File: src/rtl/cpu_run_ctrl.sv
// ---------------------------------------------------------------------------
// cpu_run_ctrl
//   Run/halt/single-step controller for the single-cycle RISC-V core.
//   It produces the core update enable (cpu_en) from the board run switch
//   and step button. It halts on a PC breakpoint or an ebreak instruction,
//   and it counts retired instructions for the debug display.
//
//   Build option:
//     CPU_RUN_CTRL_BP_EN  defined   -> PC breakpoint compare active
//                         undefined -> bp_en / bp_addr ignored, only ebreak
//                                      can cause BREAK
//
//   Parameters:
//     CNT_W       width of the retired-instruction counter
//
//   Ports:
//     clk         clock
//     reset       asynchronous, active-high reset
//     run         free-run request level (debounced, synchronous)
//     step        single-step button level (debounced, synchronous)
//     bp_en       breakpoint enable
//     bp_addr     breakpoint PC
//     PC_in       current core PC
//     inst_in     instruction fetched at PC_in
//     cpu_en      core update enable (combinational)
//     halted      1 in HALT or BREAK
//     state       HALT=0, RUN=1, STEP=2, BREAK=3
//     halt_cause  0=user/reset, 1=breakpoint, 2=ebreak
//     instret     number of cycles with cpu_en=1, wraps silently
// ---------------------------------------------------------------------------
module cpu_run_ctrl #(
   parameter int CNT_W = 32
) (
   input  logic             clk,
   input  logic             reset,
   input  logic             run,
   input  logic             step,
   input  logic             bp_en,
   input  logic [31:0]      bp_addr,
   input  logic [31:0]      PC_in,
   input  logic [31:0]      inst_in,
   output logic             cpu_en,
   output logic             halted,
   output logic [1:0]       state,
   output logic [1:0]       halt_cause,
   output logic [CNT_W-1:0] instret
);

   typedef enum logic [1:0] {
      S_HALT  = 2'd0,
      S_RUN   = 2'd1,
      S_STEP  = 2'd2,
      S_BREAK = 2'd3
   } state_t;

   localparam logic [1:0]  CAUSE_USER   = 2'd0;
   localparam logic [1:0]  CAUSE_BP     = 2'd1;
   localparam logic [1:0]  CAUSE_EBREAK = 2'd2;
   localparam logic [31:0] EBREAK_INSN  = 32'h0010_0073;
   localparam logic [CNT_W-1:0] CNT_ONE = {{(CNT_W-1){1'b0}}, 1'b1};

   state_t st;
   logic   step_q;
   logic   step_rise;
   logic   hit_pc;
   logic   hit_ebreak;
   logic   hit;

   assign step_rise  = step & ~step_q;
   assign hit_ebreak = (inst_in == EBREAK_INSN);

`ifdef CPU_RUN_CTRL_BP_EN
   assign hit_pc = bp_en && (PC_in == bp_addr);
`else
   // Breakpoint compare is compiled out. The ports are kept so that the board
   // wrapper does not change, and they are folded into a sink here.
   logic bp_unused;
   assign bp_unused = ^{bp_en, bp_addr, PC_in};
   assign hit_pc    = 1'b0;
`endif

   assign hit = hit_pc | hit_ebreak;

   // The enable is combinational so that dropping run or reaching a
   // breakpoint stops the core in the same cycle. The hitting instruction is
   // never committed. STEP commits unconditionally, so a step can execute the
   // instruction sitting at a breakpoint or an ebreak.
   assign cpu_en = ((st == S_RUN) && run && !hit) || (st == S_STEP);
   assign halted = (st == S_HALT) || (st == S_BREAK);
   assign state  = st;

   always_ff @(posedge clk or posedge reset) begin
      if (reset) begin
         st         <= S_HALT;
         halt_cause <= CAUSE_USER;
         instret    <= '0;
         step_q     <= 1'b0;
      end else begin
         step_q <= step;
         if (cpu_en) begin
            instret <= instret + CNT_ONE;
         end
         case (st)
            // When run and a step edge arrive together, run wins.
            S_HALT: begin
               if (run) begin
                  st <= S_RUN;
               end else if (step_rise) begin
                  st <= S_STEP;
               end
            end
            S_STEP: begin
               st <= S_HALT;
            end
            // halt_cause is written only when leaving RUN. An ebreak takes
            // priority over a simultaneous PC match.
            S_RUN: begin
               if (!run) begin
                  st         <= S_HALT;
                  halt_cause <= CAUSE_USER;
               end else if (hit) begin
                  st         <= S_BREAK;
                  halt_cause <= hit_ebreak ? CAUSE_EBREAK : CAUSE_BP;
               end
            end
            // Leaving BREAK requires run to be dropped first. Step edges are
            // ignored while in BREAK.
            S_BREAK: begin
               if (!run) begin
                  st <= S_HALT;
               end
            end
            default: begin
               st <= S_HALT;
            end
         endcase
      end
   end

endmodule

File: config.mk
export PLATFORM = sky130hd
export DESIGN_NAME = cpu_run_ctrl
export DESIGN_NICKNAME = d
export VERILOG_FILES = /design/src/rtl/cpu_run_ctrl.sv
export SDC_FILE = /design/constraint.sdc
export NUM_CORES = 1
export LEC_CHECK = 0
export ABC_CLOCK_PERIOD_IN_PS = 2500
export CORE_MARGIN = 1
export CORE_UTILIZATION = 30
export CTS_CLUSTER_DIAMETER = 120
export DETAILED_ROUTE_END_ITERATION = 8
export PLACE_DENSITY = 0.72
export SLEW_MARGIN = 5
export SYNTH_ARGS = -nofsm -noshare
export SYNTH_HDL_FRONTEND = slang
export SYNTH_SLANG_ARGS = --single-unit
File: constraint.sdc
create_clock -name clk -period 2.5 [get_ports clk]
set_input_delay 0.375 -clock clk [delete_from_list [all_inputs] [get_ports clk]]
set_output_delay 0.375 -clock clk [all_outputs]
set_load 0.02 [all_outputs]
; Yosys cells after proc, flatten, opt, wreduce, memory -nomap -nowiden
; Index checks and enable logic that the tools add are counted.
[word_totals]
mem_count = 0
in_bits = 101
latch_bits = 0
word_cells = 31
ramBits = 0
mem_bits_ro = 0
output_inout_bits = 38
reg_bits = 37
[op_classes]
div_mod_pow = 0
shifts = 0
muxes = 8
eq_ne = 8
mul = 0
reduce_logical = 8
order_cmp = 0
add_sub_neg = 1
n_bitwise = 2
[op_table]
columns = operator, count
row1 = $add A32 B1 Y32 const B, 1
row2 = $eq A32 B21 Y1 const B, 1
row3 = $mux W2, 7
row4 = $pmux W2 S4, 1
row5 = $ne A3 B3 Y1 const B, 2
row6 = $eq A2 B2 Y1 const B, 2
row7 = $reduce_and A3 Y1, 1
row8 = $eq A2 B1 Y1 const B, 1
row9 = $logic_and A1 B1 Y1, 2
row10 = $logic_not A2 Y1, 1
row11 = $logic_or A1 B1 Y1, 2
row12 = $ne A2 B1 Y1 const B, 1
row13 = $ne A2 B2 Y1 const B, 1
row14 = $reduce_and A2 Y1, 1
row15 = $and A1 B1 Y1, 1
row16 = $logic_not A1 Y1, 1
row17 = $not A1 Y1, 1

; Logic depth before layout (Yosys ltp)
[logic_depth]
depth_word = 5
mapped_depth = 7
mapped_depth_nobuf = 7

; Least setup slack after synthesis
; OpenSTA, ideal clock, no wires.
[synth_path]
path_type = flip-flop to flip-flop
from = register instret[13]
to = register instret[28]
arrival_ns = 2.243
synth_period_minus_slack_ns = 2.323
stages_incl_launch_ff = 7
setup_ns = 0.080
t_required_ns = 2.420
path_slack_ns = 0.177
n_path_buf = 0
path_cell_list = dfrtp_1 > nand3_1 > or4_4 > or4_4 > a211o_4 > nor2_1 > xor2_1
[synth_via]
elab_chain_cells = 1
[synth_rtl]
columns = item, line
row1 = "start, declared", 46  ; output logic [CNT_W-1:0] instret
row2 = "start signal, assigned", 101  ; instret <= instret + CNT_ONE;
row3 = $add A32 B1 Y32, 101
; Every way passes these cells.
; A chain may end at the register's enable or synchronous reset.

; Worst setup path in the final report
[layout_path]
from = input inst_in[26]
to = output cpu_en
[layout_via]
elab_chain_cells = 4
[layout_rtl]
columns = item, line
row1 = "start, declared", 41  ; input logic [31:0] inst_in,
row2 = $eq A32 B21 Y1, 70  ; assign hit_ebreak = (inst_in == EBREAK_INSN);
row3 = $logic_not A1 Y1, 88  ; assign cpu_en = ((st == S_RUN) && run && !hit) || (st == S_STEP);
row4 = $logic_and A1 B1 Y1, 88
row5 = $logic_or A1 B1 Y1, 88
row6 = "end, declared", 42  ; output logic cpu_en,
; Every way passes these cells.

==> results by group <==
Place
  • GP Congestion: 0.7638
  • DP Area: about 2700 um^2
  • Port Buf Inserts: 72
  • HPWL Detailed: 3453 um

Yosys
  • Cells after synthesis: 185
  • Sequential fraction of the synthesis area: 0.4855
  • Syn Std Cell Area: ~1900 um^2
  • Syn_nets: 292
  • Syn Area/Cell: 10.03 um^2
  • FF+latch count, synth: 36
  • Synthesis warning total: 0
  • Synth unique cells: 32
  • Leading area contributor after synthesis: dfrtp_1
  • Largest cells by area after synthesis: dfrtp_1 49%, xor2_1 9.4%, xnor2_1 4.7%
  • Synth top area share: 0.4855

Routing
  • Vias post-DR: around 1600
  • # DRC: 0
  • Via-to-Cell Ratio: 4.767
  • Post-route ant nets: 0
  • Per-cell routed wire length: 13.26 um
  • DRT Pass-1 Iters: 4
  • WL final: 4562 um
  • Initial DRC Count: 62

Setup path
  • R2R Setup Slk: 0.16 ns
  • Startpoint Class: input port
  • R2r startpoint: instret[13]
  • CP Max Fanout: 2
  • WP data required: 2.12 ns
  • Worst r2r dst: instret[28]
  • Worst setup path category: in2out
  • R2r worst-path depth: 6
  • Worst setup EP type: primary output
  • Critical path data arrival time: 1.99 ns

Clock network
  • Worst-path clk slew: 0.07 ns
  • Clock Tree Buf Depth: 2
  • Max H-tree Level: 2
  • CTS Sinks: 36
  • Num CTS Buffers: 5
  • Clk_lat worst skew: 0.29 ns
  • Root Buffer: clkbuf_8
  • CTS tree: built

GRT
  • GRT Util Overall: 0.1534
  • First-pass GRT wire length: 7493 um
  • Vias in the first global route: 1572
  • Number of antenna violations at the first check in global routing: 0
  • Largest net degree at the start of global routing: 37
  • Grt total ovfl: 0

STA
  • Worst-Margin Slew: 0.5313 ns
  • Setup TNS: 0 ns
  • Hold Vio Cnt, Final: 0
  • Min Tclk post-route: 2.369 ns
  • Slew Limit Headroom: 0.6445
  • Max-slew violation count: 0
  • F_max: ~420 MHz
  • Worst Skew: 0.006666 ns
  • Period utilization: 0.9476
  • Setup violations, final: 0
  • RSZ-0062 raised after global routing: false
  • Hold WS: 0.4850 ns

Flow run
  • Total of max-cap violations: 0

Cells and area
  • Area taken by multi-input logic gates: between 900 and 1000 um^2
  • Design area: about 2800 um^2
  • Layout cells sized above 1: 0.08550
  • Fillers: 601
  • Most frequent cells in the layout: 71 x clkdlybuf4s50_1, 36 x dfrtp_1, 20 x xor2_1
  • Area growth from synthesis to layout: 51.31%
  • Ant. Diodes: 0
  • Commonest non-fill, non-tap cell in the layout: clkdlybuf4s50_1
  • Sequential cell area: 900.9 um^2
  • Final net count: 376

Floorplanning
  • # rows: 28
  • Die area: ~6500 um^2
  • I/O pin total: 139
  • Die height: 80.65 um
  • Die width: around 80 um
  • Starting Density: 0.3116
  • Core Area: 5956 um^2

Status
  • Status: finished clean

Pwr
  • Max rail drop VDD: 0.4629 mV
  • Lkg Pwr: between 1 and 1.5 nW
  • Overall Power: 0.001876 W
  • Cell Pwr Density: 668.2 nW/um^2

Hold path
  • Hold Crit Class: in2async
==> cell usage after synthesis <==
master,count
a22oi_1,1
and4b_1,1
inv_1,11
nand3_2,1
nor2_1,16
dfrtp_1,36
nor4_1,7
nor4b_1,5
nand3_1,10
a21oi_1,4
xnor2_1,10
o21a_1,1
nand2_1,18
nor3b_1,1
nor3_1,7
ha_1,6
or3_1,2
nand4_1,8
o21ai_0,3
nor3_2,1
conb_1,1
a211o_4,1
clkbuf_1,2
buf_4,1
or2_2,1
and3_1,4
or4_4,2
a311o_1,1
and4_1,1
nand2b_1,1
xor2_1,20
nor4bb_1,1
==> logic make-up (layout without fill, tap and decap cells) <==
| family | Yosys count | count (layout) | share of synthesized area |
|---|---|---|---|
| simple gates | 87 | 87 | 0.2583 |
| flops | 36 | 36 | 0.4855 |
| xor+xnor | 30 | 30 | 0.1416 |
| buf+inv | 14 | 98 | 0.03035 |
| compound gates | 11 | 11 | 0.04181 |
| fa+ha+maj | 6 | 6 | 0.04046 |
| other cells | 1 | 1 | 0.002021 |
==> worst max path at each step <==
stage	from	to	slack (ns)	cells after the start
2_1_floorplan	instret[13]	instret[28]	0.18	6
3_3_place_gp	inst_in[5]	cpu_en	-0.18	7
3_5_place_dp	inst_in[5]	cpu_en	-0.18	7
4_1_cts	inst_in[5]	cpu_en	0.04	7
5_1_grt	inst_in[26]	cpu_en	0.01	8
6_report	inst_in[26]	cpu_en	0.13	8
==> timing repair <==
item,in CTS,in global routing
endpoints found under the setup margin,1,1
pin swaps,0,1
setup buffers,0,1
resized for setup,1,4
cloned,0,0
hold buffers,0,0
==> registers in the layout, indices dropped and copies added (netlist names) <==
| register | flops |
|---|---|
| halt_cause | 1 |
| instret | 32 |
| state | 2 |
| step_q | 1 |
==> cell type report <==
class / instances / share of cell area
clock buffer: 6 / 0.02585
clock inverter: 1 / 0.001783
inverter: 11 / 0.01471
multi-input combinational: 135 / 0.3253
sequential: 36 / 0.3209
tap: 75 / 0.03342
timing repair buffer: 80 / 0.2781
==> metal layers <==
metal,up-vias,GRT usage,part of all wire
met5,-,0,0
met4,0,0.04821,0.012
met3,8,0.04432,0.057
met2,52,0.2254,0.43
met1,772,0.2145,0.50
li1,808,-,-
==> worst max-delay path, cell delays in order <==
cell and delay, ns:
clkdlybuf4s50_1 0.42, nor4_2 0.27, buf_4 0.15, nand4_1 0.13
nor2_2 0.14, o21a_1 0.15, inv_1 0.05, clkdlybuf4s15_1 0.30
==> through the flow <==
stage | utilization | worst slack (ns) | cells
final | 0.4714 | 0.1309 | 344
after global routing | 0.4714 | 0.01426 | 344
after floorplan | - | 0.1773 | 185
after global placement | 0.4546 | -0.1809 | 336
after detailed placement | 0.4546 | -0.1826 | 336
after CTS | 0.4674 | 0.03890 | 343
==> report_power, final <==
group	total, W	switching, W	leakage (nW)	internal [W]
Combinational	0.000738	0.000395	0.652	0.000343
Clock	0.000389	0.000200	0.0410	0.000189
Sequential	0.000749	0.0000922	0.430	0.000657
Total	0.00188	0.000687	1.12	0.00119
Power figures use the tool's default switching activity.
